$ cat config.mk
export PLATFORM = sky130hd
export DESIGN_NAME = rc4_key_search_ctrl
export DESIGN_NICKNAME = d
export VERILOG_FILES = /design/src/rtl/rc4_key_search_ctrl.sv
export SDC_FILE = /design/constraint.sdc
export NUM_CORES = 1
export LEC_CHECK = 0
export CAP_MARGIN = 20
export CORE_MARGIN = 4
export CORE_UTILIZATION = 30
export DETAILED_ROUTE_END_ITERATION = 12
export PLACE_DENSITY = 0.59
export SLEW_MARGIN = 10
export SYNTH_ARGS = -nofsm -noshare
export SYNTH_HDL_FRONTEND = slang
export SYNTH_SLANG_ARGS = --single-unit
$ cat constraint.sdc
create_clock -name clk -period 3.5 [get_ports clk]
set_input_delay 0.35 -clock clk [delete_from_list [all_inputs] [get_ports clk]]
set_output_delay 0.35 -clock clk [all_outputs]
set_load 0.005 [all_outputs]
$ cat src/rtl/rc4_key_search_ctrl.sv
// rc4_key_search_ctrl: brute-force key search sequencer for the arcfour core.
// Walks candidate keys KEY_FIRST..KEY_LAST, pulses core_start per key and
// collects the core's finished/success result; stops on the first success or
// when the range is exhausted.
// Optional build macro RC4_SEARCH_TIMEOUT_EN adds TIMEOUT_CYCLES and a sticky
// timeout output that bounds each WAIT; without it WAIT waits indefinitely.
module rc4_key_search_ctrl #(
  parameter int unsigned          KEY_WIDTH  = 24,
  parameter logic [KEY_WIDTH-1:0] KEY_FIRST  = '0,
  parameter logic [KEY_WIDTH-1:0] KEY_LAST   = 24'h3FFFFF,
  parameter int unsigned          LAUNCH_GAP = 2
`ifdef RC4_SEARCH_TIMEOUT_EN
  ,
  parameter int unsigned          TIMEOUT_CYCLES = 4096
`endif
) (
  input  logic                 clk,
  input  logic                 reset_n,
  input  logic                 start,
  input  logic                 abort,
  output logic                 core_start,
  output logic [KEY_WIDTH-1:0] core_key,
  input  logic                 core_finished,
  input  logic                 core_success,
  output logic                 busy,
  output logic                 found,
  output logic                 exhausted,
  output logic [KEY_WIDTH-1:0] found_key,
  output logic [KEY_WIDTH-1:0] keys_tried
`ifdef RC4_SEARCH_TIMEOUT_EN
  ,
  output logic                 timeout
`endif
);

  localparam int unsigned GAP_W = (LAUNCH_GAP > 0) ? $clog2(LAUNCH_GAP + 1) : 1;

`ifdef RC4_SEARCH_TIMEOUT_EN
  localparam int unsigned TCNT_W = (TIMEOUT_CYCLES > 1) ? $clog2(TIMEOUT_CYCLES) : 1;
  localparam logic [TCNT_W-1:0] TCNT_LAST = TCNT_W'(TIMEOUT_CYCLES - 1);
  logic [TCNT_W-1:0] wait_cnt;
`endif

  typedef enum logic [2:0] {
    S_IDLE,
    S_LAUNCH,
    S_WAIT,
    S_CHECK,
    S_DONE
  } state_t;

  state_t           state;
  logic [GAP_W-1:0] gap_cnt;
  logic             success_q;

  // Search sequencer: state, key walk, result capture and all registered outputs.
  always_ff @(posedge clk or negedge reset_n) begin
    if (!reset_n) begin
      state      <= S_IDLE;
      core_start <= 1'b0;
      core_key   <= KEY_FIRST;
      busy       <= 1'b0;
      found      <= 1'b0;
      exhausted  <= 1'b0;
      found_key  <= '0;
      keys_tried <= '0;
      gap_cnt    <= '0;
      success_q  <= 1'b0;
`ifdef RC4_SEARCH_TIMEOUT_EN
      timeout    <= 1'b0;
      wait_cnt   <= '0;
`endif
    end else begin
      core_start <= 1'b0;
      case (state)
        S_IDLE, S_DONE: begin
          if (abort) begin
            state <= S_IDLE;
          end else if (start) begin
            found      <= 1'b0;
            exhausted  <= 1'b0;
            keys_tried <= '0;
            core_key   <= KEY_FIRST;
            busy       <= 1'b1;
            state      <= S_LAUNCH;
`ifdef RC4_SEARCH_TIMEOUT_EN
            timeout    <= 1'b0;
`endif
          end
        end

        S_LAUNCH: begin
          if (abort) begin
            busy  <= 1'b0;
            state <= S_IDLE;
          end else begin
            core_start <= 1'b1;
            gap_cnt    <= GAP_W'(LAUNCH_GAP);
            state      <= S_WAIT;
`ifdef RC4_SEARCH_TIMEOUT_EN
            wait_cnt   <= '0;
`endif
          end
        end

        S_WAIT: begin
          if (abort) begin
            busy  <= 1'b0;
            state <= S_IDLE;
          end else begin
            // core_finished may still be high from the previous run; it is
            // only trusted once the blanking gap has counted down.
            if (gap_cnt != '0) begin
              gap_cnt <= gap_cnt - 1'b1;
            end
            if (gap_cnt == '0 && core_finished) begin
              keys_tried <= keys_tried + 1'b1;
              success_q  <= core_success;
              state      <= S_CHECK;
            end
`ifdef RC4_SEARCH_TIMEOUT_EN
            else if (wait_cnt == TCNT_LAST) begin
              timeout <= 1'b1;
              busy    <= 1'b0;
              state   <= S_DONE;
            end else begin
              wait_cnt <= wait_cnt + 1'b1;
            end
`endif
          end
        end

        S_CHECK: begin
          if (abort) begin
            busy  <= 1'b0;
            state <= S_IDLE;
          end else if (success_q) begin
            found     <= 1'b1;
            found_key <= core_key;
            busy      <= 1'b0;
            state     <= S_DONE;
          end else if (core_key == KEY_LAST) begin
            exhausted <= 1'b1;
            busy      <= 1'b0;
            state     <= S_DONE;
          end else begin
            core_key <= core_key + 1'b1;
            state    <= S_LAUNCH;
          end
        end

        default: begin
          busy  <= 1'b0;
          state <= S_IDLE;
        end
      endcase
    end
  end

endmodule

# --- Word-level counts from Yosys, hierarchy flattened ---
# Cells that the tools add are included.
word_totals:
  ff_bits: 82
  in_bits: 6
  out_inout_bits: 76
  word_cells: 92
op_classes:
  add_sub_neg: 3
  n_eq_ne: 20
  muxes: 40
  bitwise: 1
  reduce_logical: 18
ops:
  columns: ["operator", "n"]
  rows:
  - ["2-to-1 mux 24 bit", 7]
  - ["case mux 24 bit (2 select lines)", 2]
  - ["adder 24 x 1 -> 24 bit (second input constant)", 2]
  - ["equality test 24 x 22 -> 1 bit (second input constant)", 1]
  - ["inequality test 2 bit (second input constant)", 11]
  - ["2-to-1 mux 3 bit", 7]
  - ["2-to-1 mux 1 bit", 15]
  - ["case mux 3 bit (4 select lines)", 1]
  - ["AND reduction 6 bit", 2]
  - ["AND reduction 5 bit", 2]
  - ["2-to-1 mux 2 bit", 4]
  - ["AND reduction 4 bit", 2]
  - ["nonzero test 2 bit", 4]
  - ["equality test 3 x 2 -> 1 bit (second input constant)", 2]
  - ["inequality test 3 bit (second input constant)", 2]
  - ["AND reduction 3 bit", 2]
  - ["inequality test 4 bit (second input constant)", 1]
  - ["case mux 1 bit (2 select lines)", 2]
  - ["case mux 2 bit (2 select lines)", 1]
  - ["OR reduction 2 bit", 2]
  - ["equality test 3 x 1 -> 1 bit (second input constant)", 1]
  - ["equality test 3 bit (second input constant)", 1]
  - ["logical NOT 3 bit", 1]
  - ["case mux 1 bit (3 select lines)", 1]
  - ["6 further kinds", 6]

# --- Logic depth before layout (Yosys ltp) ---
# Gate-level depths: netlist of the first run.
depth:
  word_depth: 5
  mapped_depth: 8
  depth_no_buf: 7

# --- Worst setup path before layout of the first run ---
# No wires, ideal clock.
synth_timing:
  kind: "register -> register"
  start: "reg core_key[0]"
  end: "reg core_key[4]"
  setup_ns: 0.146
  arrival_time_ns: 1.890
  t_required_ns: 3.354
  path_slack_ns: 1.465
  path_stages_with_launch: 8
  n_path_buf: 1
  period_less_slack_ns: 2.035
  path_cell_list: "dfrtp_1 ha_1 inv_1 or4_4 o31ai_4 buf_6 or3_1 a21oi_2"
synth_via:
  elab_chain_cells: 5
  word_cells_on_any_way: 8
  cone_classes: "1 x add/sub; 2 x eq/ne; 4 x mux; 1 x reduce/logical"
synth_lines:
  columns: ["item", "line_no", "rtl"]
  rows:
  - ["start: declaration", "22", "output logic [KEY_WIDTH-1:0] core_key,"]
  - ["start signal: assignment", "147", "core_key <= core_key + 1'b1;"]
  - ["adder 24 x 1 -> 24 bit", "147", null]
  - ["2-to-1 mux 24 bit", "142", "end else if (core_key == KEY_LAST) begin"]
  - ["2-to-1 mux 24 bit", "137", "end else if (success_q) begin"]
  - ["2-to-1 mux 24 bit", "134", "if (abort) begin"]
  - ["case mux 24 bit (2 select lines)", "75", "case (state)"]
# Several ways; a longest one is shown, not always the timed one. The select of a mux whose other input is x is not followed.
# A chain may end at the register's enable or synchronous reset.

# --- Worst setup path after layout of the first run ---
layout_timing:
  start: "reg core_key[0]"
  end: "reg core_key[2]"
# Same word-level chain as after synthesis.

==> impl_metrics.toml, run 1 <==
[synthesis]
syn-mean-instance-area_sq_um = 10.49
synth_flop_cell = "dfrtp_1"
synth.distinct_cells = 57
synthArstFlopShare_pct = 100.0
ys_ff_latch = 82
synthesis.nets = 405
yosysWarnings = 0
synth_edf_count = 0
ys_seq_area_share_pct = 49.38
synth_area_sq_um = 4155
synthCells = 396

[sta]
skew_ns = 0.006157
max_freq_ghz = 0.3885
period_share_pct = 73.54
setup_ws_ns = 0.9262
worst_pin_slew_ns = 0.7390
hold_viol_final = 3
fin_setup_tns_ns = 0
slew-limit-headroom_pct = 50.35
rsz0062_at_grt = "no"
hold-worst-slack_ns = -0.006018
drv_slew = 0
setup_violations = 0
period_needed_ns = 2.574

[outcome]
status = "complete, but fails checks"
violations = "hold timing"

[place]
hpwl_um = 6995
io_buffers = 81
gp_congestion = 0.7994
pre_cts_ws_ns = 0.8712
placed_area_sq_um = 5131

[grt]
grt_max_degree = 83
grt_overflow = 0
track_usage_pct = 12.65
grt_pass1_wl_um = 16310
grt_pass1_vias = 3139
antenna_found_initial = 0

[cts]
path_clk_slew_ns = 0.06
insertion_delay_ns = 0.34
cts.sinks = 82
holdBufCountCts = 0
ctsResizeCount = 0
post_cts_buffers = 0
htreeDepth = 3
cts_root_buffer = "clkbuf_16"
clk_path_buf_depth = 2
cts_tree = "yes"
cts_buffers = 9

[floorplan]
die_area_sq_um = 15800
pin_count = 82
start_util_pct = 31.01
rows = 42
die_h_um = 125.7
core-area_sq_um = 13400
die_w_um = 125.7

[layout]
layout_common_cells = "82 x dfrtp_1, 80 x clkdlybuf4s50_1, 41 x nor2_1, 30 x nand2_1, 24 x mux2_2"
multi_input_area_sq_um = 1976
diodes = 0
area_delta_synth_final_pct = 32.82
final_common_cell = "dfrtp_1"
fill_cells = 1291
seqCellArea_sq_um = 2052
final_cell_area_sq_um = 5519
drive_above_1_share_pct = 14.94
nets = 486

[job]
maxCapViolations = 0

[power_and_ir_drop]
power_leakage_nw = 2.279
p_total_mw = 2.510
peakVddDrop_mv = 0.2336
cellPowerDensity_nw_per_um2 = 454.8

[critical_path]
critPathCaptureType = "register"
arrival_ns = 2.77
cp-start-kind = "register"
critPathKind = "reg2reg"
crit_required_ns = 3.70
worst-path-max-fanout = 22

[routing]
met2_length_um = 4521
drtIter0Drc = 242
dr.pass1.iters = 4
wl_met3_um = 401
ant_nets = 0
avgViaCountPerCell = 5.006
top_layer = "met4"
routed_wl_um = 9818
met1Wirelength_um = 4714
drc = 0
routed-via-count = 3294
wl_per_cell_um = 14.92

[min_path]
hp-class = "in2async"
-- synthesized netlist by cell type (4+ instances only) --
cell type	count	area share, %
a211oi_1	4	0.72
buf_2	4	0.48
and4_1	5	1.1
xor2_1	17	3.6
nand4_1	16	2.4
or3_1	13	2.0
o21ai_0	13	1.6
nor2_1	41	3.7
and3_1	7	1.1
inv_1	10	0.90
or4_1	4	0.72
nand4b_1	4	0.84
clkbuf_1	9	0.81
a21oi_1	14	1.7
xnor2_1	9	1.9
a21oi_2	9	1.9
o21ai_1	10	1.2
dfrtp_1	82	49
and2_1	5	0.75
nor3_1	5	0.60
o31ai_1	4	0.72
mux2_2	24	6.5
nand2_1	30	2.7
nand3_1	16	1.9
-- kinds of logic (layout without fill, tap and decap cells) --
kind of cell,after synthesis,count (layout),share of synthesized area (%)
and+or+nand+nor,166,166,22.52
DFF,82,82,49.38
AOI/OAI and AO/OA,68,68,12.11
buffers and inverters,27,113,3.101
xor gates and xnor gates,26,26,5.480
muxes,24,24,6.504
adders and majority gates,3,3,0.9034
-- report_power, final --
| group | switching [mW] | internal, mW |
|---|---|---|
| registers | 0.0588 | 0.989 |
| logic | 0.179 | 0.126 |
| clock network | 0.370 | 0.788 |
-- final timing paths --
path                        startpoint        endpoint  slack (ns)  cells after the start
max in group asynchronous      reset_n  keys_tried[13]        2.88                      2
min in group clk            gap_cnt[0]      gap_cnt[0]        0.49                      2
max                        core_key[0]     core_key[2]        0.93                      6
min reg2reg                 gap_cnt[0]      gap_cnt[0]        0.49                      2
min                            reset_n    found_key[4]      -0.006                      1
max reg2reg                core_key[0]     core_key[2]        0.93                      6
-- layout make-up --
cell class / count / area share [%]
clock buffer: 11 / 4.398
tap: 176 / 3.990
multi-input combinational: 287 / 35.80
clock inverter: 5 / 2.267
sequential: 82 / 37.18
inverter: 10 / 0.6801
timing repair buffer: 87 / 15.69
-- stage by stage --
stage               utilization, %  std cells  hold slack [ns]
floorplan                        -        396          0.05441
global placement             38.29        641           0.4674
detailed placement           38.29        641           0.4791
CTS                          41.04        657           0.2516
global route                 41.19        658          0.02530
finish                       41.19        658        -0.006018
-- sequential cells by signal, indices dropped and copies added, names as in the netlist --
name        cells
state           3
keys_tried     24
success_q       1
busy            1
gap_cnt         2
core_start      1
exhausted       1
core_key       24
found_key      24
found           1
-- layer usage --
metal  global-route usage, %  vias to the layer above
met3                   3.133                       11
li1                        -                     1596
met1                   17.31                     1633
met2                   19.10                       54
met4                   5.421                        0
met5                       0                        -
-- worst max-delay path, stage by stage (launching register included) --
cell     delay, ns
dfrtp_1       0.44
ha_1          0.30
inv_1         0.13
or4_4         0.61
o31ai_4       0.64
or3_2         0.25
a21oi_2       0.05
Power figures use the tool's default switching activity.
==> run 2, diff against run 1 <==
--- a/config.mk
+++ b/config.mk
@@ -9,7 +9,7 @@
 export CORE_MARGIN = 4
 export CORE_UTILIZATION = 30
 export DETAILED_ROUTE_END_ITERATION = 12
-export PLACE_DENSITY = 0.59
+export PLACE_DENSITY = 0.61
 export SLEW_MARGIN = 10
 export SYNTH_ARGS = -nofsm -noshare
 export SYNTH_HDL_FRONTEND = slang
==> constraint.sdc (replaced) <==
create_clock -name clk -period 2.25 [get_ports clk]
set_input_delay 0.225 -clock clk [delete_from_list [all_inputs] [get_ports clk]]
set_output_delay 0.225 -clock clk [all_outputs]
set_load 0.005 [all_outputs]
==> run 2 against run 1 <==
  * The flow now finishes without violations
  * Die area unchanged
  * Non-clock buffer count grew 40
  * Routed wire length increased by 7.6%
  * Clock power rose by 18%
  * Register-to-register slack worse by 0.82 ns
  * Sequential power increased by 51%
  * Worst hold slack better by 0.41 ns
  * First-iteration DRC count shrank 13%
  * Cell area is 5.0% higher
  * Largest power group is now registers
==> impl_metrics.toml, run 2 (synthesis gave the netlist of run 1 again) <==
[sta]
skew_ns = 0.005875
setup_ws_ns = 0.1093
hold_viol_final = 0
worst_pin_slew_ns = 0.5384
hold-worst-slack_ns = 0.3994
period_share_pct = 95.14
fin_setup_tns_ns = 0
max_freq_ghz = 0.4671
rsz0062_at_grt = "no"
drv_slew = 0
setup_violations = 0
period_needed_ns = 2.141
slew-limit-headroom_pct = 63.89

[routing]
routed-via-count = 3456
drc = 0
routed_wl_um = 10560
avgViaCountPerCell = 4.951
dr.pass1.iters = 4
wl_per_cell_um = 15.13
drtIter0Drc = 211
ant_nets = 0

[layout]
area_delta_synth_final_pct = 39.51
fin_util_pct = 43.26
drive_above_1_share_pct = 21.65
final_common_cell = "dfrtp_1"
diodes = 0
final_cell_area_sq_um = 5797
nets = 527
reg.largest.list = "core_key (24), found_key (24), keys_tried (24)"
layout_common_cells = "82 x dfrtp_1, 80 x clkdlybuf4s50_1, 42 x buf_4, 41 x nor2_1, 30 x nand2_1"

[floorplan]
start_util_pct = 31.01
core-area_sq_um = 13400
pin_count = 82
rows = 42
die_h_um = 125.7
die_w_um = 125.7
die_area_sq_um = 15800

[cts]
cts_buffers = 9
path_clk_slew_ns = 0.06
cts.sinks = 82
htreeDepth = 3
cts_tree = "yes"
clk_path_buf_depth = 2
cts_root_buffer = "clkbuf_16"
insertion_delay_ns = 0.34

[outcome]
status = "completed"

[critical_path]
max_stage_delay_ns = 0.45
worst-path-max-fanout = 7
cp_top_family = "simple AND/OR/NAND/NOR gates"
cp-start-kind = "register"
arrival_ns = 2.39
worst-path-buf-inv = 0
critPathCaptureType = "register"
slowest_stage = "dfrtp_1"
crit_required_ns = 2.50
critPathKind = "reg2reg"
crit_chain = "or3b_4 -> a2111oi_4 -> o311ai_2 -> or3_1 -> a21oi_1"

[place]
hpwl_um = 7794
io_buffers = 81
pre_cts_ws_ns = -0.1565
placed_area_sq_um = 5431
gp_congestion = 0.7932

[grt]
grt_overflow = 0
antenna_found_initial = 0
grt_pass1_wl_um = 17840
track_usage_pct = 13.70
grt_pass1_vias = 3599
grt_max_degree = 35

[min_path]
hp-class = "in2async"

[power_and_ir_drop]
peakVddDrop_mv = 0.2941
power_leakage_nw = 2.454
cellPowerDensity_nw_per_um2 = 616.5

[job]
maxCapViolations = 0
run 2: power breakdown:
group,leakage (nW),internal (mW),switching (mW)
sequential,1.14,1.54,0.0523
clock,0.138,0.796,0.569
combinational,1.18,0.275,0.342
total,2.45,2.61,0.963
run 2: final timing paths:
kind | startpoint | end | slack (ns) | cells past startpoint
setup / recovery | state[0] | core_key[13] | 0.11 | 5
hold / removal | reset_n | found_key[3] | 0.40 | 2
setup reg to reg | state[0] | core_key[13] | 0.11 | 5
hold reg to reg | found_key[10] | found_key[10] | 0.50 | 2
max in group asynchronous | reset_n | exhausted | 1.25 | 3
min in group clk | found_key[10] | found_key[10] | 0.50 | 2
run 2: routing by layer:
layer  GRT usage, %  up-vias  wire, um
met5              0        -         0
met4          4.974        0       180
met3          2.540       11       432
met2          22.15       76      4980
met1          18.43     1684      4971
li1               -     1685         -
run 2: cell type report:
| cell class | count | area (sq um) |
|---|---|---|
| multi-input combinational | 288 | 2009 |
| clock inverter | 3 | 15.01 |
| timing repair buffer | 127 | 1206 |
| sequential | 82 | 2052 |
| clock buffer | 12 | 256.5 |
| fill | 1302 | 7604 |
| inverter | 10 | 37.54 |
| tap | 176 | 220.2 |
run 2: repair_timing:
action	4_1_cts	5_1_grt
endpoints found under the hold margin	32	0
pin swaps	0	5
gates resized for setup	1	2
setup endpoints to repair	10	15
buffers inserted	0	5
hold buffers	1	0
gates cloned	1	0
run 2: metrics by stage:
stage,total power [mW],cells
floorplan,1.962,396
global placement,2.184,676
detailed placement,2.204,676
CTS,3.602,693
global route,3.774,698
finish,3.573,698
